File: config.mk
export PLATFORM = sky130hd
export DESIGN_NAME = stopwatch_ctrl
export DESIGN_NICKNAME = d
export VERILOG_FILES = /design/src/rtl/stopwatch_ctrl.sv
export SDC_FILE = /design/constraint.sdc
export NUM_CORES = 1
export LEC_CHECK = 0
export ABC_AREA = 1
export CAP_MARGIN = 20
export CORE_UTILIZATION = 55
export CTS_CLUSTER_SIZE = 10
export DETAILED_ROUTE_END_ITERATION = 12
export PLACE_DENSITY_LB_ADDON = 0.05
export SLEW_MARGIN = 20
export SYNTH_ARGS = -nofsm -noshare
export SYNTH_HDL_FRONTEND = slang
export SYNTH_SLANG_ARGS = --single-unit
File: constraint.sdc
create_clock -name i_clk -period 2.1 [get_ports i_clk]
set_input_delay 0.525 -clock i_clk [delete_from_list [all_inputs] [get_ports i_clk]]
set_output_delay 0.525 -clock i_clk [all_outputs]
set_load 0.1 [all_outputs]
File: src/rtl/stopwatch_ctrl.sv
// Stopwatch sequencer: turns start/stop and lap/clear pulses into mspulse commands
// and accumulates ms ticks into a min:sec:ms time with a lap freeze register.
module stopwatch_ctrl #(
  parameter int unsigned MS_PER_SEC  = 1000,
  parameter int unsigned SEC_PER_MIN = 60,
  parameter int unsigned MIN_MAX     = 60
) (
  input  logic       i_clk,
  input  logic       i_reset,
  input  logic       i_btn_ss,
  input  logic       i_btn_lr,
  input  logic       i_ms_tick,
  output logic       o_pulse_start,
  output logic       o_pulse_stop,
  output logic       o_running,
  output logic       o_lap_active,
  output logic       o_wrapped,
  output logic [5:0] o_disp_min,
  output logic [5:0] o_disp_sec,
  output logic [9:0] o_disp_ms
);

  localparam logic [9:0] MsLast  = 10'(MS_PER_SEC - 1);
  localparam logic [5:0] SecLast = 6'(SEC_PER_MIN - 1);
  localparam logic [5:0] MinLast = 6'(MIN_MAX - 1);

  typedef enum logic [1:0] {StIdle, StRun, StPause, StLap} state_e;

  state_e     r_state, w_state_nxt;
  logic       r_pulse_start, r_pulse_stop, r_running, r_lap_active, r_wrapped;
  logic [9:0] r_ms, r_lap_ms;
  logic [5:0] r_sec, r_min, r_lap_sec, r_lap_min;
  logic       w_start, w_stop, w_capture, w_clear, w_count;

  always_comb begin
    w_state_nxt = r_state;
    w_start     = 1'b0;
    w_stop      = 1'b0;
    w_capture   = 1'b0;
    w_clear     = 1'b0;
    // btn_ss wins; btn_lr only acts when btn_ss is low
    unique case (r_state)
      StIdle: begin
        if (i_btn_ss) begin
          w_state_nxt = StRun;
          w_start     = 1'b1;
        end
      end
      StRun: begin
        if (i_btn_ss) begin
          w_state_nxt = StPause;
          w_stop      = 1'b1;
        end else if (i_btn_lr) begin
          w_state_nxt = StLap;
          w_capture   = 1'b1;
        end
      end
      StLap: begin
        if (i_btn_ss) begin
          w_state_nxt = StPause;
          w_stop      = 1'b1;
        end else if (i_btn_lr) begin
          w_state_nxt = StRun;
        end
      end
      StPause: begin
        if (i_btn_ss) begin
          w_state_nxt = StRun;
          w_start     = 1'b1;
        end else if (i_btn_lr) begin
          w_state_nxt = StIdle;
          w_clear     = 1'b1;
        end
      end
      default: w_state_nxt = StIdle;
    endcase
  end

  assign w_count = i_ms_tick && ((r_state == StRun) || (r_state == StLap));

  always_ff @(posedge i_clk or posedge i_reset) begin
    if (i_reset) begin
      r_state       <= StIdle;
      r_pulse_start <= 1'b0;
      r_pulse_stop  <= 1'b0;
      r_running     <= 1'b0;
      r_lap_active  <= 1'b0;
    end else begin
      r_state       <= w_state_nxt;
      r_pulse_start <= w_start;
      r_pulse_stop  <= w_stop;
      r_running     <= (w_state_nxt == StRun) || (w_state_nxt == StLap);
      r_lap_active  <= (w_state_nxt == StLap);
    end
  end

  always_ff @(posedge i_clk or posedge i_reset) begin
    if (i_reset) begin
      r_ms      <= '0;
      r_sec     <= '0;
      r_min     <= '0;
      r_wrapped <= 1'b0;
    end else if (w_clear) begin
      r_ms      <= '0;
      r_sec     <= '0;
      r_min     <= '0;
      r_wrapped <= 1'b0;
    end else if (w_count) begin
      if (r_ms == MsLast) begin
        r_ms <= '0;
        if (r_sec == SecLast) begin
          r_sec <= '0;
          if (r_min == MinLast) begin
            r_min     <= '0;
            r_wrapped <= 1'b1;
          end else begin
            r_min <= r_min + 6'd1;
          end
        end else begin
          r_sec <= r_sec + 6'd1;
        end
      end else begin
        r_ms <= r_ms + 10'd1;
      end
    end
  end

  // Capture uses the pre-increment live value when a tick lands on the same edge
  always_ff @(posedge i_clk or posedge i_reset) begin
    if (i_reset) begin
      r_lap_ms  <= '0;
      r_lap_sec <= '0;
      r_lap_min <= '0;
    end else if (w_capture) begin
      r_lap_ms  <= r_ms;
      r_lap_sec <= r_sec;
      r_lap_min <= r_min;
    end
  end

  assign o_pulse_start = r_pulse_start;
  assign o_pulse_stop  = r_pulse_stop;
  assign o_running     = r_running;
  assign o_lap_active  = r_lap_active;
  assign o_wrapped     = r_wrapped;
  assign o_disp_min    = r_lap_active ? r_lap_min : r_min;
  assign o_disp_sec    = r_lap_active ? r_lap_sec : r_sec;
  assign o_disp_ms     = r_lap_active ? r_lap_ms  : r_ms;

endmodule

==> metrics, run 1 <==
gr usage total=0.257; CTS tree=yes; synth warn=0; Reg2Reg Setup Slack=580 ps; WL/cell=13.4 um; HP Class=reg -> reg; distinct cell type count after synthesis=26; largest buffer count on any clock path=2; die width=71.7 um; initial antenna violation count=0; maxcap violations=0; FMAX=496 MHz; combinational share of power=0.461; Min Hold Slack=491 ps; syn_area_per_cell=7.50 um^2; Final period util=0.960; post-layout net count=394; clock share of power=0.177; global-route wire length before repair=10.1 mm; sequential area share after synthesis=0.478; Setup Crit Path Kind=reg -> out; row count=24; Mapped Nets=364; Via-to-Cell Ratio=5.49; cells after synthesis=356; Reg power frac=0.362; CTS H-Tree Depth=2; Sw Share=0.439; Routed Antenna Nets=0; post-synthesis register bit count=51; Worst Setup Start Kind=register; routed wire length=5.88 mm; final core utilization=0.804; vias in the first global route=2186; total CTS buffers=5; status=complete, no violations; Fin Clk Skew=6.69 ps; die height=71.7 um; final hold viol count=0; # hold bufs at CTS=0; 1st-pass router iterations=4; input/output buffers=31; total clock sinks=51; Int Pwr=1980 uW; Clk pin slew, worst setup/hold paths=80 ps; Placed Area=3520 um^2; dominant cells by area after synthesis=dfrtp_1 (48%), nand2_1 (16%), nand3_1 (5.6%), o21ai_0 (4.9%), o21ai_1 (4.7%); Slew HR=0.763; cell area after layout=3620 um^2; Post-CTS Setup Inserts=0; area leader, netlist=dfrtp_1; worst-margin pin slew=355 ps; largest net degree at the start of global routing=52; initial core utilization=0.593; Total Power=3530 uW; Top FF cell, synth=dfrtp_1; Ports=32; Via Count=2408; setup tns final=0 ps; Synth async-reset ratio=1.00; Core Footprint=4500 um^2; Power Density=974 nW/um^2; Die ar.=5140 um^2; synthesized cell area=2670 um^2; CTS resizes=0; critical path peak fanout=45; Max Slew Vio Count=0; CP Data Required Time=1570 ps; Post-DP HPWL=4.26 mm; min Tclk post-route=2020 ps; net switching component of the power=1550 uW; Setup violations, final=0; top-count cell post-synth=nand2_1; GPL Wtd Cong=0.882; share of cells above drive strength 1=0.209; Setup crit end kind=primary output; CTS Root Cell=clkbuf_8; Post-synth top cells=nand2_1 (113), dfrtp_1 (51), inv_1 (31), nor2_1 (31), nand3_1 (30); Layout area overhead=35.7%; GR Overflow Total=0; post-synth top area share=0.478; crit path DAT=1490 ps; n_diodes=0; leak pwr=0.00163 uW; # DRC=0; initial DRC count=147; maximum vdd drop=0.737 mV; EDFF count, synth=0; Clock Latency Late Sink=310 ps; RSZ-0062 raised after global routing=false
[layout by cell type, fill, tap and decap left out, drive strengths merged, types with 8 or more instances in the layout]
cell type	instances
nand2	117
inv	36
buf	32
o21ai	51
dfrtp	51
clkbuf	8
nand3	32
nor2	36
[through the flow]
step | worst slack [ps] | cells
2_1_floorplan | -31.9 | 356
4_1_cts | 82.6 | 439
3_5_place_dp | 24.2 | 431
6_report | 83.3 | 439
5_1_grt | 26.4 | 439
3_3_place_gp | 125 | 431
[cell families after synthesis]
group,count (synthesis),synth area share
adder cells (fa/ha/maj),3,0.0141
buffers and inverters,50,0.0774
multiplexers,1,0.00375
XOR/XNOR,5,0.0164
AO/OA/AOI/OAI,55,0.103
flip-flops,51,0.478
AND/OR/NAND/NOR,191,0.307
[power by group through the flow]
stage / clock [uW] / sequential [uW] / combinational (uW)
after global routing: 671 / 1290 / 1720
final: 625 / 1280 / 1630
after floorplan: 0 / 1330 / 1110
after detailed placement: 0 / 1290 / 1630
after global placement: 0 / 1280 / 1600
after CTS: 629 / 1270 / 1640
[flip-flops by register name, summed over array words and instances, names as in the netlist]
signal         cells
r_sec              6
o_wrapped          1
r_lap_ms          10
r_min              6
o_pulse_stop       1
r_state            2
o_running          1
r_lap_min          6
o_pulse_start      1
r_ms              10
o_lap_active       1
r_lap_sec          6
[area by class of cell]
class / instances / area [um^2]
Inverter: 37 / 139
Timing Repair Buffer: 36 / 606
Sequential cell: 51 / 1280
Multi-Input combinational cell: 255 / 1430
Fill cell: 295 / 883
Tap cell: 52 / 65.1
Clock buffer: 8 / 100
[metal layers]
layer,global-route usage,wire [um],vias up
li1,-,-,1187
met1,0.364,2770,1148
met2,0.406,2770,69
met3,0.0563,280,4
met4,0.0632,59,0
met5,0,0,-
[worst max-delay path, stage by stage (launching register included)]
cell and delay, ps:
dfrtp_2 380, buf_12 310, nand2_1 170, o21ai_4 100
buf_12 190
[worst paths after layout]
| path | depth (start not counted) | start | to |
|---|---|---|---|
| max in group asynchronous | 3 | i_reset | o_lap_active |
| worst min register to register | 2 | o_wrapped | o_wrapped |
| min in group asynchronous | 3 | i_reset | r_state[1] |
| worst max-delay path | 4 | o_lap_active | o_disp_min[4] |
| worst min-delay path | 2 | o_wrapped | o_wrapped |
| worst max register to register | 8 | r_ms[1] | r_min[5] |
Power figures use the tool's default switching activity.
==> run 2: changes to the inputs <==
Settings changed: TNS_END_PERCENT from default to 1.
==> run 2 against run 1 <==
Against the previous run:
- via count decreased by 0.17%
- hold slack improved by 5.8 ps
- sequential cell count unchanged
- maximum frequency increased by 1.0%
- critical path depth decreased by 1
- combinational power about the same
- largest power group unchanged
- final cell count unchanged
- wire length increased by 4.9%
- largest cell class unchanged
- clock-buffer cell count decreased by 1
- non-clock buffer count increased by 1
- clock skew decreased by 3.4 ps
- die area unchanged
==> metrics, run 2 (synthesized netlist as in run 1, its figures left out) <==
Worst Setup Start Kind=register; vias in the first global route=2226; Clk pin slew, worst setup/hold paths=90 ps; setup tns final=0 ps; status=complete, no violations; commonest non-fill, non-tap cell in the layout=nand2_1; share of cells above drive strength 1=0.207; CTS H-Tree Depth=2; Ports=32; CTS tree=yes; initial core utilization=0.593; Sw Share=0.447; input/output buffers=31; largest buffer count on any clock path=2; Die ar.=5140 um^2; Post-CTS Setup Inserts=0; Layout area overhead=35.5%; # hold bufs at CTS=0; Slew HR=0.714; largest net degree at the start of global routing=45; gr usage total=0.254; setup ws final=104 ps; min Tclk post-route=2000 ps; routed wire length=6.16 mm; combinational share of power=0.476; Routed Antenna Nets=0; Min Hold Slack=497 ps; Max Slew Vio Count=0; initial antenna violation count=0; CTS Root Cell=clkbuf_8; CP Buf/Inv Count=2; Setup violations, final=0; total clock sinks=51; Power Density=960 nW/um^2; DP Worst Slack=78.1 ps; worst-margin pin slew=430 ps; clock share of power=0.156; 1st-pass router iterations=4; WL/cell=14.0 um; leak pwr=0.00163 uW; CP delay by family, top=flip-flops; die height=71.7 um; CP cell instances=clkbuf_16, o21ai_4, buf_12; Reg2Reg Depth=8; Post-DP HPWL=4.22 mm; GPL Wtd Cong=0.869; Via Count=2404; worst r2r src=r_sec[0]; critical path peak fanout=22; Reg power frac=0.369; Setup Crit Path Kind=reg -> out; die width=71.7 um; most frequent cells in the layout=nand2_1 (113), dfrtp_1 (50), nor2_1 (31), nand3_1 (30), inv_1 (30); GR Overflow Total=0; net switching component of the power=1550 uW; CP Data Required Time=1570 ps; Via-to-Cell Ratio=5.48; total CTS buffers=5; initial DRC count=142; FF-to-FF End=r_min[5]; # DRC=0; final hold viol count=0; n_diodes=0; Int Pwr=1920 uW; Crit-path slowest cell=dfrtp_2; crit path DAT=1470 ps; row count=24; Core Footprint=4500 um^2; FMAX=501 MHz; maximum vdd drop=0.649 mV; HP Class=in -> async; Top Registers=r_lap_ms (10), r_ms (10); Final period util=0.951; Fin Clk Skew=3.29 ps; Clock Latency Late Sink=300 ps; RSZ-0062 raised after global routing=false; Setup crit end kind=primary output; global-route wire length before repair=10.2 mm; Reg2Reg Setup Slack=550 ps; post-layout net count=395; maxcap violations=0; CTS resizes=0; CP peak stage delay=490 ps
-- run 2: cell types whose count changed in the layout (fill, tap and decap cells not counted) --
cell / before / now
buf_12: 26 / 24
buf_16: 0 / 1
clkbuf_1: 1 / 2
clkbuf_16: 0 / 1
clkbuf_8: 7 / 5
buf_4: 6 / 7
-- run 2: cell type report --
cell class                 count  area, um^2
clock buffer                   7        76.3
inverter                      37         139
sequential                    51        1280
multi-input combinational    255        1430
tap                           52        65.1
timing repair buffer          37         626
fill                         288         887
-- run 2: worst max-delay path by stage --
stage                            start            end  slack, ps  cells after the start
after floorplan           o_lap_active  o_disp_min[1]        -60                      4
after global placement        i_btn_lr        r_ms[3]        160                      8
after detailed placement      i_btn_lr        r_ms[3]         80                      8
after CTS                 o_lap_active  o_disp_min[5]         60                      4
after global routing      o_lap_active  o_disp_min[5]         60                      3
final                     o_lap_active  o_disp_min[5]        100                      3
-- run 2: worst register-to-register path, stage by stage, from the launching register on --
cell,delay (ps)
dfrtp_1,420
ha_1,240
nand3_1,110
nor2_2,220
inv_2,80
nand2_2,140
nand2_2,120
nand2_1,80
nand2_1,50
-- run 2: power groups by stage --
stage          sequential (uW)  clock [uW]  combinational [uW]
6_report                  1280         540                1650
5_1_grt                   1300         583                1740
4_1_cts                   1270         544                1630
3_5_place_dp              1290           0                1620
3_3_place_gp              1280           0                1600
2_1_floorplan             1330           0                1100
-- run 2: layer usage --
metal	track usage	up-vias	wire length, um
met5	0	-	0
met1	0.371	1145	2920
met4	0.0523	0	65
met2	0.404	64	2960
met3	0.0436	8	217
li1	-	1187	-
-- run 2: per-stage QoR --
stage           util  total power (uW)  instance area [um^2]  std cells
2_1_floorplan      -              2430                  2950        356
3_3_place_gp   0.779              2880                  3510        431
3_5_place_dp   0.779              2920                  3510        431
4_1_cts        0.796              3450                  3580        438
5_1_grt        0.803              3630                  3620        439
6_report       0.803              3470                  3620        439
